===== src/rtl/vscale_dmem_arbiter_if.sv =====
// ---------------------------------------------------------------------------
// vscale_dmem_arbiter_if
//
// Bundles the signals around the shared data-memory arbiter: the NUM_CORES
// HASTI master ports (flattened, slice i belongs to core i), the single HASTI
// slave port towards the shared memory, and the data-phase observation
// outputs.
//
// Modports:
//   slave  - the arbiter's view. It is the slave of every core dmem port and
//            drives the shared-memory request bus (m_* in, s_* request out,
//            s_* response in, data_owner/data_valid out).
//   master - the surrounding system's view (cores plus memory), the exact
//            mirror of the slave modport.
// ---------------------------------------------------------------------------
interface vscale_dmem_arbiter_if #(
  parameter int NUM_CORES = 4,
  parameter int IDX_W     = 2
);

  // Core-side (master port) signals
  logic [NUM_CORES*32-1:0] m_haddr;
  logic [NUM_CORES-1:0]    m_hwrite;
  logic [NUM_CORES*3-1:0]  m_hsize;
  logic [NUM_CORES*4-1:0]  m_hprot;
  logic [NUM_CORES*2-1:0]  m_htrans;
  logic [NUM_CORES*32-1:0] m_hwdata;
  logic [NUM_CORES*32-1:0] m_hrdata;
  logic [NUM_CORES-1:0]    m_hready;
  logic [NUM_CORES-1:0]    m_hresp;

  // Shared-memory (slave port) signals
  logic [31:0]             s_haddr;
  logic                    s_hwrite;
  logic [2:0]              s_hsize;
  logic [2:0]              s_hburst;
  logic                    s_hmastlock;
  logic [3:0]              s_hprot;
  logic [1:0]              s_htrans;
  logic [31:0]             s_hwdata;
  logic [31:0]             s_hrdata;
  logic                    s_hready;
  logic                    s_hresp;

  // Data-phase observation
  logic [IDX_W-1:0]        data_owner;
  logic                    data_valid;

  modport slave (
    input  m_haddr, m_hwrite, m_hsize, m_hprot, m_htrans, m_hwdata,
    output m_hrdata, m_hready, m_hresp,
    output s_haddr, s_hwrite, s_hsize, s_hburst, s_hmastlock, s_hprot,
    output s_htrans, s_hwdata,
    input  s_hrdata, s_hready, s_hresp,
    output data_owner, data_valid
  );

  modport master (
    output m_haddr, m_hwrite, m_hsize, m_hprot, m_htrans, m_hwdata,
    input  m_hrdata, m_hready, m_hresp,
    input  s_haddr, s_hwrite, s_hsize, s_hburst, s_hmastlock, s_hprot,
    input  s_htrans, s_hwdata,
    output s_hrdata, s_hready, s_hresp,
    input  data_owner, data_valid
  );

endinterface


===== src/rtl/vscale_dmem_arbiter.sv =====
// ---------------------------------------------------------------------------
// vscale_dmem_arbiter
//
// Shares one HASTI (AHB-lite) data-memory slave between NUM_CORES vscale
// core dmem master ports.
//
// Every master port owns a one-entry capture register, so a core can start a
// NONSEQ transfer whenever its m_hready is high without ever seeing the
// arbitration. Captured requests are handed to the slave in round-robin order
// through a registered address stage; the slave data phase is routed back to
// the core that owns it (write data muxed in, read data broadcast, response
// steered to the owner only).
//
// Per-core life cycle: IDLE -> PEND (captured) -> ADDR (in slave address
// stage) -> DATA (in slave data phase) -> IDLE, or straight back to PEND when
// the core chains a new NONSEQ on the cycle its data phase completes.
//
// Ports:
//   clk      - single clock, all state updates on the rising edge
//   reset_n  - asynchronous, active-low reset; discards any in-flight transfer
//   bus      - vscale_dmem_arbiter_if.slave:
//                m_haddr/m_hwrite/m_hsize/m_hprot/m_htrans/m_hwdata (in)
//                m_hrdata/m_hready/m_hresp                          (out)
//                s_haddr/s_hwrite/s_hsize/s_hburst/s_hmastlock/
//                s_hprot/s_htrans/s_hwdata                          (out)
//                s_hrdata/s_hready/s_hresp                          (in)
//                data_owner/data_valid                              (out)
//
// Parameters:
//   NUM_CORES - number of master ports, at least 2
//   IDX_W     - width of a core index, must equal clog2(NUM_CORES)
// ---------------------------------------------------------------------------
module vscale_dmem_arbiter #(
  parameter int NUM_CORES = 4,
  parameter int IDX_W     = 2
) (
  input  logic                clk,
  input  logic                reset_n,
  vscale_dmem_arbiter_if.slave bus
);

  // Per-core state encoding
  localparam logic [1:0] ST_IDLE = 2'd0;
  localparam logic [1:0] ST_PEND = 2'd1;
  localparam logic [1:0] ST_ADDR = 2'd2;
  localparam logic [1:0] ST_DATA = 2'd3;

  // HTRANS / HBURST encodings used here
  localparam logic [1:0] HTRANS_IDLE   = 2'b00;
  localparam logic [1:0] HTRANS_NONSEQ = 2'b10;
  localparam logic [2:0] HBURST_SINGLE = 3'b000;

  // Starting the pointer at the last core makes core 0 the first winner.
  localparam logic [IDX_W-1:0] LAST_IDX = IDX_W'(NUM_CORES - 1);

  // -------------------------------------------------------------------------
  // Registers
  // -------------------------------------------------------------------------
  logic [1:0]       r_state     [NUM_CORES];

  // Capture registers: payload only, never read unless the core is PEND
  logic [31:0]      r_cap_addr  [NUM_CORES];
  logic             r_cap_write [NUM_CORES];
  logic [2:0]       r_cap_size  [NUM_CORES];
  logic [3:0]       r_cap_prot  [NUM_CORES];

  // Slave address stage
  logic [31:0]      r_s_haddr;
  logic             r_s_hwrite;
  logic [2:0]       r_s_hsize;
  logic [3:0]       r_s_hprot;
  logic [1:0]       r_s_htrans;
  logic [IDX_W-1:0] r_addr_idx;

  // Slave data phase
  logic [IDX_W-1:0] r_data_owner;
  logic             r_data_valid;

  // Round-robin pointer: index of the most recent grant
  logic [IDX_W-1:0] r_rr_ptr;

  // -------------------------------------------------------------------------
  // Combinational signals
  // -------------------------------------------------------------------------
  logic [31:0]          w_m_haddr  [NUM_CORES];
  logic [2:0]           w_m_hsize  [NUM_CORES];
  logic [3:0]           w_m_hprot  [NUM_CORES];
  logic [1:0]           w_m_htrans [NUM_CORES];
  logic [31:0]          w_m_hwdata [NUM_CORES];

  logic [NUM_CORES-1:0] w_m_hready;
  logic [NUM_CORES-1:0] w_m_hresp;
  logic [NUM_CORES-1:0] w_accept;

  logic [IDX_W-1:0]     w_scan_idx [NUM_CORES];
  logic                 w_win_found;
  logic [IDX_W-1:0]     w_win_idx;

  logic                 w_slot_free;
  logic                 w_addr_busy;

  // Unflatten the per-core buses so the rest of the logic can index by core.
  always_comb begin
    for (int i = 0; i < NUM_CORES; i++) begin
      w_m_haddr[i]  = bus.m_haddr [32*i +: 32];
      w_m_hsize[i]  = bus.m_hsize [3*i  +: 3];
      w_m_hprot[i]  = bus.m_hprot [4*i  +: 4];
      w_m_htrans[i] = bus.m_htrans[2*i  +: 2];
      w_m_hwdata[i] = bus.m_hwdata[32*i +: 32];
    end
  end

  // A core sees hready low while its request waits or sits in the address
  // stage; in its own data phase it sees the slave's hready directly.
  always_comb begin
    for (int i = 0; i < NUM_CORES; i++) begin
      case (r_state[i])
        ST_IDLE: w_m_hready[i] = 1'b1;
        ST_DATA: w_m_hready[i] = bus.s_hready;
        default: w_m_hready[i] = 1'b0;
      endcase
      w_accept[i] = w_m_hready[i] && (w_m_htrans[i] == HTRANS_NONSEQ);
    end
  end

  // The address stage can take a new entry when it is empty or the slave is
  // sampling the current one this cycle.
  assign w_slot_free = (r_s_htrans == HTRANS_IDLE) || bus.s_hready;
  assign w_addr_busy = (r_s_htrans == HTRANS_NONSEQ);

  // Scan order starts just after the last grant, wrapping around.
  always_comb begin
    for (int k = 0; k < NUM_CORES; k++) begin
      w_scan_idx[k] = IDX_W'((int'(r_rr_ptr) + k + 1) % NUM_CORES);
    end
  end

  always_comb begin
    w_win_found = 1'b0;
    w_win_idx   = '0;
    for (int k = 0; k < NUM_CORES; k++) begin
      if (!w_win_found && (r_state[w_scan_idx[k]] == ST_PEND)) begin
        w_win_found = 1'b1;
        w_win_idx   = w_scan_idx[k];
      end
    end
  end

  // Response goes only to the core that owns the active data phase.
  always_comb begin
    w_m_hresp = '0;
    if (r_data_valid) begin
      w_m_hresp[r_data_owner] = bus.s_hresp;
    end
  end

  // -------------------------------------------------------------------------
  // Capture stage: payload registers, loaded on request acceptance
  // -------------------------------------------------------------------------
  always_ff @(posedge clk) begin
    for (int i = 0; i < NUM_CORES; i++) begin
      if (w_accept[i]) begin
        r_cap_addr[i]  <= w_m_haddr[i];
        r_cap_write[i] <= bus.m_hwrite[i];
        r_cap_size[i]  <= w_m_hsize[i];
        r_cap_prot[i]  <= w_m_hprot[i];
      end
    end
  end

  // -------------------------------------------------------------------------
  // Control: per-core state, address stage, data-phase tracking
  // -------------------------------------------------------------------------
  always_ff @(posedge clk or negedge reset_n) begin
    if (!reset_n) begin
      for (int i = 0; i < NUM_CORES; i++) begin
        r_state[i] <= ST_IDLE;
      end
      r_s_haddr    <= '0;
      r_s_hwrite   <= 1'b0;
      r_s_hsize    <= '0;
      r_s_hprot    <= '0;
      r_s_htrans   <= HTRANS_IDLE;
      r_addr_idx   <= '0;
      r_data_owner <= '0;
      r_data_valid <= 1'b0;
      r_rr_ptr     <= LAST_IDX;
    end else begin
      for (int i = 0; i < NUM_CORES; i++) begin
        case (r_state[i])
          ST_IDLE: begin
            if (w_accept[i]) begin
              r_state[i] <= ST_PEND;
            end
          end
          ST_PEND: begin
            if (w_slot_free && w_win_found && (w_win_idx == IDX_W'(i))) begin
              r_state[i] <= ST_ADDR;
            end
          end
          ST_ADDR: begin
            if (bus.s_hready) begin
              r_state[i] <= ST_DATA;
            end
          end
          default: begin
            // ST_DATA: a NONSEQ presented on the completing cycle is
            // captured straight away (w_accept already implies s_hready).
            if (bus.s_hready) begin
              r_state[i] <= w_accept[i] ? ST_PEND : ST_IDLE;
            end
          end
        endcase
      end

      // Address stage: load the winner, or go idle; hold while stalled.
      if (w_slot_free) begin
        if (w_win_found) begin
          r_s_haddr  <= r_cap_addr[w_win_idx];
          r_s_hwrite <= r_cap_write[w_win_idx];
          r_s_hsize  <= r_cap_size[w_win_idx];
          r_s_hprot  <= r_cap_prot[w_win_idx];
          r_s_htrans <= HTRANS_NONSEQ;
          r_addr_idx <= w_win_idx;
          r_rr_ptr   <= w_win_idx;
        end else begin
          r_s_htrans <= HTRANS_IDLE;
        end
      end

      // Data phase: follows the address stage whenever the slave is ready.
      if (bus.s_hready) begin
        if (w_addr_busy) begin
          r_data_owner <= r_addr_idx;
          r_data_valid <= 1'b1;
        end else begin
          r_data_owner <= '0;
          r_data_valid <= 1'b0;
        end
      end
    end
  end

  // -------------------------------------------------------------------------
  // Outputs
  // -------------------------------------------------------------------------
  assign bus.m_hrdata    = {NUM_CORES{bus.s_hrdata}};
  assign bus.m_hready    = w_m_hready;
  assign bus.m_hresp     = w_m_hresp;

  assign bus.s_haddr     = r_s_haddr;
  assign bus.s_hwrite    = r_s_hwrite;
  assign bus.s_hsize     = r_s_hsize;
  assign bus.s_hburst    = HBURST_SINGLE;
  assign bus.s_hmastlock = 1'b0;
  assign bus.s_hprot     = r_s_hprot;
  assign bus.s_htrans    = r_s_htrans;
  assign bus.s_hwdata    = w_m_hwdata[r_data_owner];

  assign bus.data_owner  = r_data_owner;
  assign bus.data_valid  = r_data_valid;

endmodule


===== src/flat_wrapper.sv =====
// flat-port wrapper written by rule: the top's interface ports become plain ports
module vscale_dmem_arbiter_flat 
#(
  parameter int NUM_CORES = 4,
  parameter int IDX_W     = 2
)
  (clk, reset_n, bus_m_haddr, bus_m_hwrite, bus_m_hsize, bus_m_hprot, bus_m_htrans, bus_m_hwdata, bus_m_hrdata, bus_m_hready, bus_m_hresp, bus_s_haddr, bus_s_hwrite, bus_s_hsize, bus_s_hburst, bus_s_hmastlock, bus_s_hprot, bus_s_htrans, bus_s_hwdata, bus_s_hrdata, bus_s_hready, bus_s_hresp, bus_data_owner, bus_data_valid);
  vscale_dmem_arbiter_if #(.NUM_CORES(NUM_CORES), .IDX_W(IDX_W)) bus_i ();
  input  logic clk;
  input  logic reset_n;
  input wire logic [$bits(bus_i.m_haddr)-1:0] bus_m_haddr;
  input wire logic [$bits(bus_i.m_hwrite)-1:0] bus_m_hwrite;
  input wire logic [$bits(bus_i.m_hsize)-1:0] bus_m_hsize;
  input wire logic [$bits(bus_i.m_hprot)-1:0] bus_m_hprot;
  input wire logic [$bits(bus_i.m_htrans)-1:0] bus_m_htrans;
  input wire logic [$bits(bus_i.m_hwdata)-1:0] bus_m_hwdata;
  output wire logic [$bits(bus_i.m_hrdata)-1:0] bus_m_hrdata;
  output wire logic [$bits(bus_i.m_hready)-1:0] bus_m_hready;
  output wire logic [$bits(bus_i.m_hresp)-1:0] bus_m_hresp;
  output wire logic [$bits(bus_i.s_haddr)-1:0] bus_s_haddr;
  output wire logic [$bits(bus_i.s_hwrite)-1:0] bus_s_hwrite;
  output wire logic [$bits(bus_i.s_hsize)-1:0] bus_s_hsize;
  output wire logic [$bits(bus_i.s_hburst)-1:0] bus_s_hburst;
  output wire logic [$bits(bus_i.s_hmastlock)-1:0] bus_s_hmastlock;
  output wire logic [$bits(bus_i.s_hprot)-1:0] bus_s_hprot;
  output wire logic [$bits(bus_i.s_htrans)-1:0] bus_s_htrans;
  output wire logic [$bits(bus_i.s_hwdata)-1:0] bus_s_hwdata;
  input wire logic [$bits(bus_i.s_hrdata)-1:0] bus_s_hrdata;
  input wire logic [$bits(bus_i.s_hready)-1:0] bus_s_hready;
  input wire logic [$bits(bus_i.s_hresp)-1:0] bus_s_hresp;
  output wire logic [$bits(bus_i.data_owner)-1:0] bus_data_owner;
  output wire logic [$bits(bus_i.data_valid)-1:0] bus_data_valid;
  assign bus_i.m_haddr = bus_m_haddr;
  assign bus_i.m_hwrite = bus_m_hwrite;
  assign bus_i.m_hsize = bus_m_hsize;
  assign bus_i.m_hprot = bus_m_hprot;
  assign bus_i.m_htrans = bus_m_htrans;
  assign bus_i.m_hwdata = bus_m_hwdata;
  assign bus_m_hrdata = bus_i.m_hrdata;
  assign bus_m_hready = bus_i.m_hready;
  assign bus_m_hresp = bus_i.m_hresp;
  assign bus_s_haddr = bus_i.s_haddr;
  assign bus_s_hwrite = bus_i.s_hwrite;
  assign bus_s_hsize = bus_i.s_hsize;
  assign bus_s_hburst = bus_i.s_hburst;
  assign bus_s_hmastlock = bus_i.s_hmastlock;
  assign bus_s_hprot = bus_i.s_hprot;
  assign bus_s_htrans = bus_i.s_htrans;
  assign bus_s_hwdata = bus_i.s_hwdata;
  assign bus_i.s_hrdata = bus_s_hrdata;
  assign bus_i.s_hready = bus_s_hready;
  assign bus_i.s_hresp = bus_s_hresp;
  assign bus_data_owner = bus_i.data_owner;
  assign bus_data_valid = bus_i.data_valid;
  vscale_dmem_arbiter #(.NUM_CORES(NUM_CORES), .IDX_W(IDX_W)) u_core (.clk(clk), .reset_n(reset_n), .bus(bus_i));
endmodule

===== config.mk =====
export PLATFORM = sky130hd
export DESIGN_NAME = vscale_dmem_arbiter_flat
export DESIGN_NICKNAME = d
export VERILOG_FILES = /design/src/rtl/vscale_dmem_arbiter_if.sv /design/src/rtl/vscale_dmem_arbiter.sv /design/src/flat_wrapper.sv
export SDC_FILE = /design/constraint.sdc
export NUM_CORES = 1
export LEC_CHECK = 0
export ABC_AREA = 1
export BUFFER_PORTS_ARGS = -buffer_cell sky130_fd_sc_hd__buf_4
export CAP_MARGIN = 20
export CELL_PAD_IN_SITES_DETAIL_PLACEMENT = 2
export CELL_PAD_IN_SITES_GLOBAL_PLACEMENT = 2
export CORE_AREA = 2 2 213 215
export CTS_BUF_LIST = sky130_fd_sc_hd__clkbuf_2 sky130_fd_sc_hd__clkbuf_4 sky130_fd_sc_hd__clkbuf_8
export DETAILED_ROUTE_END_ITERATION = 6
export DIE_AREA = 0 0 215 217
export PLACE_DENSITY_LB_ADDON = 0.1
export SETUP_SLACK_MARGIN = 0.2
export SLEW_MARGIN = 20
export SYNTH_ARGS = -nofsm -noshare
export SYNTH_HDL_FRONTEND = slang
export SYNTH_SLANG_ARGS = --single-unit

===== constraint.sdc =====
create_clock -name clk -period 8.5 [get_ports clk]
set_clock_uncertainty 0.05 [all_clocks]
set_input_delay 0 -clock clk [delete_from_list [all_inputs] [get_ports clk]]
set_output_delay 0 -clock clk [all_outputs]
set_load 0.01 [all_outputs]

# After elaboration in Yosys (flattened, before gate mapping)
# Memory sizes are Yosys's and may differ from the RTL's. A register that Yosys moved wholly into a read port is not among the register bits.
# Index checks and enable logic that the tools add are counted.
# word_totals
ff_bits	17
latch_bits	0
ram_bits	160
rom_bits	0
inputBits	332
output_inout_bits	217
word_cells	166
memories	4
# mem_list
memory	words	word_bits	rd	rd_clocked_by_memory_dff	write_ports	line	source
u_core.r_cap_addr	4	32	1	1	4	vscale_dmem_arbiter.sv:62	logic [31:0] r_cap_addr [NUM_CORES];
u_core.r_cap_prot	4	4	1	1	4	vscale_dmem_arbiter.sv:65	logic [3:0] r_cap_prot [NUM_CORES];
u_core.r_cap_size	4	3	1	1	4	vscale_dmem_arbiter.sv:64	logic [2:0] r_cap_size [NUM_CORES];
u_core.r_cap_write	4	1	1	1	4	vscale_dmem_arbiter.sv:63	logic r_cap_write [NUM_CORES];
# op_classes
n_addsub	6
mul	0
div	0
order_cmp	7
eq_ne	36
shift	0
muxes	62
n_bitwise	6
reduce_logical	36
# ops
cell	n
binary-select mux 32 bit (select 2 bit)	1
two-way mux 32 bit	2
two-way mux 2 bit	27
== test 2 bit, second input constant	15
case mux 2 bit (3 select lines)	4
== test 2 x 1 -> 1 bit, second input constant	9
two-way mux 1 bit	18
binary-select mux 2 bit (select 2 bit)	4
inequality test 2 x 1 -> 1 bit, second input constant	8
AND reduction 4 bit	4
greater-or-equal comparator 3 bit, second input constant	5
NOT 2 -> 3 bit	5
logical AND 1 bit	13
logical NOT 2 bit	6
nonzero test 3 bit	4
adder 2 bit, second input constant	5
inequality test 2 bit, second input constant	4
case mux 1 bit (2 select lines)	4
logical NOT 1 bit	7
bitwise AND 4 bit	1
two-way mux 4 bit	1
< comparator 2 x 3 -> 1 bit, second input constant	1
adder 2 x 1 -> 2 bit, second input constant	1
demux 1 bit (select 2 bit)	1
3 further kinds	3

# Logic depth before layout (Yosys ltp)
# Gate-level depths: netlist of the first run.
# logic_depth
word_depth	20
mapped_depth	17
mapped_depth_nobuf	15

# Least setup slack after synthesis of the first run
# No wires, ideal clock.
# synth_path
path_kind	register to register
from	register u_core.r_state[0] (netlist bit)
to	register u_core.r_state[0] (netlist bit)
setup_ns	0.117
arrival_ns	3.626
slack_ns	4.707
path_stages_with_launch	11
synth_period_minus_slack_ns	3.793
path_cell_list	dfrtp_1 > inv_1 > ha_1 > nor2_1 > nand2_1 > nor2_1 > inv_1 > a221oi_1 > nand2_1 > nand2_1 > nand2_1
# synth_between
elab_cells_between_ends	47
cone_classes	eq/ne: 11; mux: 24; reduce/logical: 12
# synth_lines
element	line	source
start: declaration	vscale_dmem_arbiter.sv:59	logic [1:0] r_state [NUM_CORES];
start signal: indexed assignment	vscale_dmem_arbiter.sv:210	r_state[i] <= w_accept[i] ? ST_PEND : ST_IDLE;
== test 2 bit / logical NOT 2 bit (equally long branches)	vscale_dmem_arbiter.sv:117	case (r_state[i])
case mux 1 bit (2 select lines) *	vscale_dmem_arbiter.sv:117	
via bus_m_hready[3]	flat_wrapper.sv:18	output wire logic [$bits(bus_i.m_hready)-1:0] bus_m_hready;
logical AND 1 bit *	vscale_dmem_arbiter.sv:122	w_accept[i] = w_m_hready[i] && (w_m_htrans[i] == HTRANS_NONSEQ);
via u_core.w_accept[3]	vscale_dmem_arbiter.sv:93	logic [NUM_CORES-1:0] w_accept;
two-way mux 1 bit	vscale_dmem_arbiter.sv:210	
two-way mux 2 bit	vscale_dmem_arbiter.sv:209	if (bus.s_hready) begin
case mux 2 bit (3 select lines)	vscale_dmem_arbiter.sv:190	case (r_state[i])
# The timed path passes the listed nets; every way through them passes the cells marked *. The select of a mux whose other input is x is not followed.
# A chain may end at the register's enable or synchronous reset.

# Worst setup path after layout of the first run
# layout_path
from	register u_core.r_rr_ptr[0]
to	register u_core.r_state[6] (netlist bit)
# layout_between
elab_chain_len	20
elab_cells_between_ends	45
cone_classes	add/sub: 6; eq/ne: 5; mux: 20; bitwise: 4; reduce/logical: 10
# layout_lines
element	line	source
start: declaration	vscale_dmem_arbiter.sv:80	logic [IDX_W-1:0] r_rr_ptr;
start signal: assignment	vscale_dmem_arbiter.sv:225	r_rr_ptr <= w_win_idx;
branches (longest 17 deep; another with adder 2 x 1 -> 2 bit)	-	
logical AND 1 bit *	vscale_dmem_arbiter.sv:197	if (w_slot_free && w_win_found && (w_win_idx == IDX_W'(i))) begin
inequality test 2 x 1 -> 1 bit (no source line) *	-	
AND reduction 4 bit (no source line) *	-	
# Mark *: on every way between the ends. The select of a mux whose other input is x is not followed.

==> flow_summary.json, run 1 <==
{
  "run_status": "complete, no violations",
  "ys_types": 29,
  "grt_pass1_wl_mm": 75.0,
  "worstSetupPathType": "reg2reg",
  "drtAntennaViolNets": 0,
  "area_delta_synth_final_pct": 46.0,
  "n_fill_cell": 4956,
  "firstDrtPassIters": 4,
  "tns_ns": 0,
  "pwr_density_cell_nw_per_um2": 400,
  "grt_use_met1": 0.254,
  "syn_area_um2": 11300,
  "r2r-end": "u_core.r_state[6]",
  "synth.top_cell.area_share": 0.424,
  "crit_slowest_cell": "inv_2",
  "p_total_uw": 6630,
  "die_y_um": 217,
  "drive_above_1_share": 0.284,
  "io_buffers": 383,
  "slowest_delay_ns": 0.91,
  "clk_pin_slew_ns": 0.06,
  "ys_seq_area_frac": 0.547,
  "finalCritPeriodShare": 0.524,
  "grtUsageTotal": 0.212,
  "routabilityCongestion": 0.804,
  "cts_sinks": 216,
  "antenna_found_initial": 1,
  "syn_avg_cell_area_um2": 9.25,
  "regToRegSetupSlack_ns": 4.05,
  "maxCapViolCount": 0,
  "die_x_um": 215,
  "postCtsSetupRepairBufs": 0,
  "routedWlPerCell_um": 21.8,
  "yosys-top-cells-area": "edfxtp_1 42%, nand2_1 16%, dfrtp_1 12%",
  "rsz0062_at_grt": "no",
  "r2r_start": "u_core.r_rr_ptr[0]",
  "drc_errors": 0,
  "worst_pin_slew_ns": 1.08,
  "via_count": 10500,
  "crit_path_end_kind": "flop",
  "p_leak_uw": 0.00755,
  "r2r_cells": 14,
  "h-tree-depth": 2,
  "hp-class": "in2async",
  "setup_ws_ns": 4.05,
  "vias_per_cell": 4.59,
  "final_max_slew_viol_count": 0,
  "cts-buffers-inserted": 42,
  "synth_area_leader_cell": "edfxtp_1",
  "start_util": 0.254,
  "layout_min_cycle_time_ns": 4.45,
  "use_met2": 0.380,
  "syn_inst": 1227,
  "clock_latency_ns": 0.61,
  "max_clock_freq_mhz": 225,
  "critPathRequiredTime_ns": 8.93,
  "gr-total-overflow": 0,
  "hold_violations": 0,
  "cpMostUsedCell": "nand2_1",
  "irDropWorstVdd_v": 0.000312,
  "drt_iter0_markers": 472,
  "grt_pass1_vias": 11900,
  "clk_path_buf_depth": 3,
  "diodes": 0,
  "startpoint_type": "flop",
  "io-pin-count": 549,
  "critPathMaxFanout": 50,
  "core_area_um2": 44700,
  "fin_nets": 2016,
  "hpwl_mm": 32.0,
  "relSlewSlack": 0.278,
  "crit_path_cell_trace": "inv_4 > nand2_1 > nand2_1 > nand2_1 > nand2_1 > nand4_4 > buf_4 > nand2_4 > inv_2 > nand3_1 > nand2_1 > nand2_1 > nand2_1 > nand2_1",
  "finalSetupViolCount": 0,
  "gr-usage-met3": 0.0461,
  "cp.arrival_ns": 4.88,
  "dp_slack_ns": 3.92,
  "routed_wirelength_mm": 50.1,
  "die_area_um2": 46700,
  "yosys_warnings": 0,
  "root_buffer": "clkbuf_8",
  "grt_busiest_layer": "met2",
  "cts_tree": "done",
  "grt_max_degree": 83,
  "num_rows": 78,
  "ys_ff_latch": 216
}
==> layout by cell type (no fill, tap or decap) <==
cell | synthesis | routed
dfrtp_1 | 54 | 53
buf_4 | 143 | 397
clkinv_2 | 0 | 6
nand2_2 | 3 | 2
dlygate4sd3_1 | 0 | 200
dfrtp_2 | 0 | 1
o22ai_1 | 1 | 1
a221oi_1 | 4 | 4
nor2_2 | 0 | 2
inv_4 | 1 | 1
edfxtp_1 | 160 | 160
nor2_1 | 14 | 8
nor2_4 | 0 | 4
ha_1 | 20 | 20
clkinv_1 | 1 | 13
nor3_1 | 10 | 10
nand2_1 | 474 | 474
dfstp_2 | 2 | 2
conb_1 | 1 | 5
nand4_1 | 83 | 83
clkbuf_4 | 0 | 11
nand4_4 | 0 | 1
nand2_4 | 1 | 2
a22oi_1 | 31 | 31
nand3_2 | 0 | 1
inv_1 | 18 | 18
nor2b_4 | 0 | 1
o21ai_0 | 6 | 6
a21oi_1 | 8 | 8
inv_2 | 3 | 3
nand3_1 | 120 | 119
nand3_4 | 2 | 2
clkbuf_8 | 0 | 45
==> sequential cells by signal, indices dropped and copies added, names as in the netlist, 3 cells and up <==
| signal | cells |
|---|---|
| u_core.bus.s_haddr | 32 |
| u_core.bus.s_hprot | 4 |
| u_core.bus.s_hsize | 3 |
| u_core.r_cap_addr | 128 |
| u_core.r_cap_prot | 16 |
| u_core.r_cap_size | 12 |
| u_core.r_cap_write | 4 |
| u_core.r_state | 8 |
==> logic make-up (layout without fill, tap and decap cells) <==
logic type,after synthesis,count (layout),share of synthesized area
fa+ha+maj,20,20,0.0221
buf+inv,231,694,0.128
flops,216,216,0.547
simple gates,709,709,0.272
other cells,1,5,0.000331
compound gates,50,50,0.0303
==> stage by stage <==
stage	instance area, um2	utilization	std cells	hold slack, ns
global placement	13800	0.309	2020	-0.0498
global route	16600	0.371	2294	0.0466
detailed placement	13800	0.309	2020	-0.0498
floorplan	11400	-	1231	-0.346
finish	16600	0.371	2294	0.0110
CTS	16600	0.371	2294	0.00102
==> synthesized netlist by cell type (all sizes together) <==
master and count:
nand2 478, buf 179, edfxtp 160, nand3 122, nand4 84, dfrtp 54
a22oi 31, clkbuf 29, inv 22, ha 20, nor2 14, nor3 10
a21oi 8, o21ai 6, a221oi 4, dfstp 2, clkinv 1, conb 1
nor2b 1, o22ai 1
==> how the worst max path moves through the flow <==
| stage | to | depth (start not counted) | from | slack, ns |
|---|---|---|---|---|
| finish | u_core.r_state[6] | 14 | u_core.r_rr_ptr[0] | 4.05 |
| global route | u_core.r_state[7] | 14 | u_core.r_rr_ptr[0] | 3.55 |
| CTS | u_core.r_state[7] | 14 | u_core.r_rr_ptr[0] | 3.89 |
| detailed placement | u_core.r_state[7] | 14 | u_core.r_rr_ptr[0] | 3.92 |
| global placement | u_core.r_state[2] | 14 | u_core.r_rr_ptr[0] | 4.03 |
| floorplan | u_core.r_state[0] | 10 | u_core.r_state[0] | 4.71 |
==> where the power goes <==
part | switching (uW) | internal [uW]
clock | 472 | 534
sequential | 155 | 1420
combinational | 2750 | 1300
total | 3380 | 3250
==> layer usage <==
layer / wire length, um / vias up
met2: 25500 / 328
met1: 20800 / 5222
met3: 2680 / 58
met5: 13 / -
met4: 1150 / 2
li1: - / 4911
==> repair_timing <==
action / CTS / global route
hold buffers: 200 / 0
hold endpoints to repair: 355 / 0
endpoints found under the setup margin: 0 / 0
resized for setup: 0 / 0
==> layout make-up <==
type / instances / area (um2) / area share
clock buffers: 56 / 702 / 0.0424
clock inverters: 18 / 75.1 / 0.00453
inverters: 23 / 88.8 / 0.00536
multi-input cells: 784 / 3760 / 0.227
flip-flops and latches: 216 / 6210 / 0.375
well taps: 600 / 751 / 0.0453
repair buffers: 597 / 4980 / 0.301
==> worst max-delay path, delay by kind of cell (launching register included) <==
family | cells | cell delay [ns]
flip-flops | 1 | 0.68
AND/OR/NAND/NOR | 11 | 1.84
buffers and inverters | 3 | 1.63
Power figures use the tool's default switching activity.
==> run 2: changes to the inputs <==
--- a/config.mk
+++ b/config.mk
@@ -10,10 +10,10 @@
 export CAP_MARGIN = 20
 export CELL_PAD_IN_SITES_DETAIL_PLACEMENT = 2
 export CELL_PAD_IN_SITES_GLOBAL_PLACEMENT = 2
-export CORE_AREA = 2 2 213 215
+export CORE_ASPECT_RATIO = 1.25
+export CORE_UTILIZATION = 24
 export CTS_BUF_LIST = sky130_fd_sc_hd__clkbuf_2 sky130_fd_sc_hd__clkbuf_4 sky130_fd_sc_hd__clkbuf_8
 export DETAILED_ROUTE_END_ITERATION = 6
-export DIE_AREA = 0 0 215 217
 export PLACE_DENSITY_LB_ADDON = 0.1
 export SETUP_SLACK_MARGIN = 0.2
 export SLEW_MARGIN = 20
==> constraint.sdc (replaced) <==
create_clock -name clk -period 3.8 [get_ports clk]
set_clock_uncertainty 0.05 [all_clocks]
set_input_delay 0 -clock clk [delete_from_list [all_inputs] [get_ports clk]]
set_output_delay 0 -clock clk [all_outputs]
set_load 0.01 [all_outputs]
==> run 2 against run 1 <==
Against the previous run: utilization fell by 0.87 points; first-iteration DRC count fell by 36%; count of clock-buffer cells in the layout rose by 2; sequential share of layout area fell by 0.48 points; combinational power rose by 130%; total power rose by 130%.
==> flow_summary.json, run 2 (synthesis results as in run 1) <==
{
  "die_x_um": 196,
  "drtAntennaViolNets": 0,
  "drive_above_1_share": 0.290,
  "gr-total-overflow": 0,
  "critPathRequiredTime_ns": 4.18,
  "dp_slack_ns": 0.863,
  "hp-class": "in2reg",
  "setup_ws_ns": 0.886,
  "hold_ws_ns": 0.123,
  "worstSetupPathType": "reg2reg",
  "worst_pin_slew_ns": 0.773,
  "via_count": 10500,
  "top_register": "u_core.r_cap_addr",
  "vias_per_cell": 4.50,
  "start_util": 0.245,
  "clk_path_buf_depth": 3,
  "io-pin-count": 549,
  "io_buffers": 383,
  "routed_wirelength_mm": 51.2,
  "critPathMaxFanout": 8,
  "antenna_found_initial": 13,
  "h-tree-depth": 2,
  "hold_buffers": 204,
  "maxCapViolCount": 0,
  "root_buffer": "clkbuf_8",
  "routabilityCongestion": 0.801,
  "irDropWorstVdd_v": 0.000527,
  "relSlewSlack": 0.485,
  "rsz0062_at_grt": "no",
  "final_core_util": 0.362,
  "crit_path_start": "u_core.r_state[2]",
  "p_leak_uw": 0.00764,
  "core_area_um2": 46400,
  "fin_nets": 2028,
  "cts-buffers-inserted": 39,
  "area_delta_synth_final_pct": 47.9,
  "layout_common_cells": "474 x nand2_1, 407 x buf_4, 203 x dlygate4sd3_1",
  "max_clock_freq_mhz": 343,
  "clk_pin_slew_ns": 0.06,
  "die_area_um2": 48100,
  "firstDrtPassIters": 4,
  "cts_tree": "done",
  "layout_min_cycle_time_ns": 2.91,
  "final_common_cell": "nand2_1",
  "num_rows": 88,
  "largest_reg_flops": 128,
  "clock_latency_ns": 0.54,
  "startpoint_type": "flop",
  "cp.arrival_ns": 3.29,
  "die_y_um": 245,
  "p_total_uw": 15100,
  "grt_pass1_vias": 12000,
  "r2r_start": "u_core.r_state[2]",
  "cts_sinks": 216,
  "tns_ns": 0,
  "finalCritPeriodShare": 0.767,
  "pwr_density_cell_nw_per_um2": 901,
  "finalSetupViolCount": 0,
  "hold_violations": 0,
  "drt_iter0_markers": 300,
  "postCtsSetupRepairBufs": 0,
  "run_status": "complete, no violations",
  "hpwl_mm": 35.3,
  "hp-start": "bus_m_hprot[10]",
  "post_cts_resize_count": 0,
  "grt_max_degree": 77,
  "grtUsageTotal": 0.211,
  "routedWlPerCell_um": 21.9,
  "final_max_slew_viol_count": 0,
  "crit_path_end_kind": "flop",
  "drc_errors": 0,
  "grt_pass1_wl_mm": 75.5
}
run 2: worst paths after layout:
kind,cells past startpoint,endpoint,slack [ns]
setup / recovery,11,u_core.r_state[2],0.89
hold / removal,2,u_core.r_cap_prot[2][2],0.12
setup reg to reg,11,u_core.r_state[2],0.89
hold reg to reg,2,u_core.bus.s_haddr[24],0.43
max in group asynchronous,4,u_core.r_rr_ptr[0],2.81
min in group asynchronous,4,u_core.r_state[5],0.52
run 2: stage by stage:
step | std cells | instance area (um2)
2_1_floorplan | 1231 | 11400
3_3_place_gp | 2061 | 13900
3_5_place_dp | 2061 | 13900
4_1_cts | 2333 | 16800
5_1_grt | 2339 | 16800
6_report | 2340 | 16800
run 2: critical path, cell delays in order, from the launching register on:
cell and delay, ns:
dfrtp_1 0.50, inv_1 0.11, ha_1 0.34, nor2_1 0.20
nand2_1 0.13, nor2_4 0.12, dlygate4sd3_1 0.56, inv_1 0.05
a221oi_1 0.42, nand2_1 0.17, nand2_1 0.10, nand2_1 0.05
run 2: area by class of cell:
class / instances / area (um2)
Tap cell: 630 / 788
Sequential cell: 216 / 6210
Inverter: 23 / 88.8
Clock buffer: 58 / 686
Fill cell: 5080 / 29600
Clock inverter: 10 / 96.3
Timing Repair Buffer: 612 / 5130
Antenna cell: 7 / 17.5
Multi-Input combinational cell: 784 / 3760
run 2: routing by layer:
metal	GRT usage	up-vias	routed length, um
met5	0	-	82
met1	0.224	5086	19100
met2	0.382	393	26100
met4	0.0800	12	1800
met3	0.0691	93	4120
li1	-	4940	-
run 2: power by group:
part / internal (uW) / switching (uW)
combinational: 3050 / 6260
sequential: 3170 / 341
clock: 1290 / 1010
==> run 3: changes to the inputs <==
==> constraint.sdc (replaced) <==
create_clock -name clk -period 2.62 [get_ports clk]
set_clock_uncertainty 0.05 [all_clocks]
set_input_delay 0 -clock clk [delete_from_list [all_inputs] [get_ports clk]]
set_output_delay 0 -clock clk [all_outputs]
set_load 0.01 [all_outputs]
==> run 3 against run 2 <==
Against the previous run: register-to-register slack got worse by 0.63 ns; total power rose by 73%; utilization grew 2.2 points; largest cell class unchanged.
==> flow_summary.json, run 3 (synthesis results as in run 1) <==
{
  "root_buffer": "clkbuf_8",
  "cts_tree": "done",
  "antenna_found_initial": 17,
  "drive_above_1_share": 0.341,
  "power.share.clock": 0.125,
  "core_area_um2": 46400,
  "use_met2": 0.392,
  "grtUsageTotal": 0.215,
  "routabilityCongestion": 0.809,
  "layout_min_cycle_time_ns": 2.36,
  "power_frac_comb": 0.677,
  "start_util": 0.245,
  "top_register": "u_core.r_cap_addr",
  "final_max_slew_viol_count": 0,
  "finalCritPeriodShare": 0.902,
  "clk_path_buf_depth": 3,
  "drtAntennaViolNets": 0,
  "hp-class": "in2async",
  "cp.arrival_ns": 2.76,
  "p_leak_uw": 0.00801,
  "cts_sinks": 216,
  "clock_latency_ns": 0.56,
  "grt_busiest_layer": "met2",
  "crit_path_end_kind": "flop",
  "startpoint_type": "flop",
  "tns_ns": 0,
  "grt_pass1_wl_mm": 75.9,
  "drt_iter0_markers": 368,
  "maxCapViolCount": 0,
  "final_common_cell": "nand2_1",
  "final_core_util": 0.384,
  "largest_reg_flops": 128,
  "worstSetupPathType": "reg2reg",
  "cts-buffers-inserted": 38,
  "drc_errors": 0,
  "critPathRequiredTime_ns": 3.02,
  "hold_ws_ns": 0.0548,
  "max_clock_freq_mhz": 423,
  "die_x_um": 196,
  "switchingPower_uw": 12800,
  "grt_max_degree": 81,
  "pwr_density_cell_nw_per_um2": 1470,
  "netSwitchingFraction": 0.490,
  "rsz0062_at_grt": "yes",
  "area_delta_synth_final_pct": 56.7,
  "io-pin-count": 549,
  "firstDrtPassIters": 4,
  "hpwl_mm": 37.4,
  "n_fill_cell": 5096,
  "num_rows": 88,
  "grt_use_met1": 0.225,
  "layout_common_cells": "446 x nand2_1, 402 x buf_4, 206 x dlygate4sd3_1",
  "critPathMaxFanout": 6,
  "clk_pin_slew_ns": 0.06,
  "worst_pin_slew_ns": 0.888,
  "h-tree-depth": 2,
  "multi_input_area_um2": 4000,
  "via_count": 10900,
  "run_status": "complete, no violations",
  "vias_per_cell": 4.57,
  "die_area_um2": 48100,
  "seq_power_share": 0.197,
  "relSlewSlack": 0.408,
  "grt_pass1_vias": 11900,
  "io_buffers": 383,
  "gr-total-overflow": 0,
  "irDropWorstVdd_v": 0.000804,
  "p_int_uw": 13300,
  "hold_violations": 0,
  "finalSetupViolCount": 0,
  "die_y_um": 245,
  "fin_nets": 2064,
  "routedWlPerCell_um": 23.9,
  "routed_wirelength_mm": 56.9,
  "regArea_um2": 6210,
  "gr-usage-met3": 0.0796
}
[run 3: routing by layer]
metal / share of wire / vias to the layer above
li1: - / 5037
met1: 0.37 / 5365
met2: 0.51 / 395
met3: 0.088 / 95
met4: 0.030 / 10
met5: 0.0010 / -
[run 3: per-stage QoR]
step,cells,cell area (um2),worst slack (ns),power [uW]
detailed placement,2062,14100,0.0845,19400
global placement,2062,14100,0.186,19200
global route,2378,17800,0.115,28200
floorplan,1231,11500,0.206,13800
CTS,2341,17000,0.187,23400
finish,2383,17800,0.256,26100
[run 3: path summary, 6_finish.rpt]
kind / start / to / slack, ns / depth (start not counted)
worst min-delay path: reset_n / u_core.r_state[5] / 0.05 / 2
worst max-delay path: u_core.r_rr_ptr[0] / u_core.bus.s_haddr[22] / 0.26 / 16
min in group clk: bus_m_haddr[6] / u_core.r_cap_addr[0][6] / 0.10 / 2
worst max register to register: u_core.r_rr_ptr[0] / u_core.bus.s_haddr[22] / 0.26 / 16
max in group asynchronous: reset_n / u_core.bus.data_owner[1] / 1.83 / 2
worst min register to register: u_core.bus.s_haddr[25] / u_core.bus.s_haddr[25] / 0.43 / 2
[run 3: what timing repair did]
action,CTS,global route
hold buffers,206,0
pin swaps,0,10
resized for setup,7,71
endpoints found under the setup margin,74,49
buffers inserted,3,15
cloned,0,16
endpoints found under the hold margin,515,0
[run 3: power by group through the flow]
stage | Combinational (uW) | Sequential (uW) | Clock, uW
floorplan | 8660 | 5120 | 0
global placement | 14000 | 5190 | 0
detailed placement | 14200 | 5190 | 0
CTS | 14800 | 5130 | 3400
global route | 19500 | 5210 | 3510
finish | 17700 | 5150 | 3280
[run 3: final cells by class]
class	count	area share
repair buffers	648	0.330
multi-input cells	785	0.225
clock buffers	56	0.0388
clock inverters	14	0.00542
well taps	630	0.0443
flip-flops and latches	216	0.349
diodes	11	0.00155
inverters	23	0.00584
[run 3: worst max-delay path: stages (launching register included)]
cell	delay [ns]
dfstp_2	0.60
clkinv_4	0.11
buf_8	0.15
nand3_4	0.07
nand3_2	0.09
nand2_4	0.11
nand2_4	0.07
nand3_4	0.15
nand3_4	0.12
clkbuf_16	0.19
buf_16	0.15
nand2_1	0.07
nand2_2	0.06
nand2_2	0.07
nand2_1	0.06
nand2_1	0.06
nand2_1	0.06
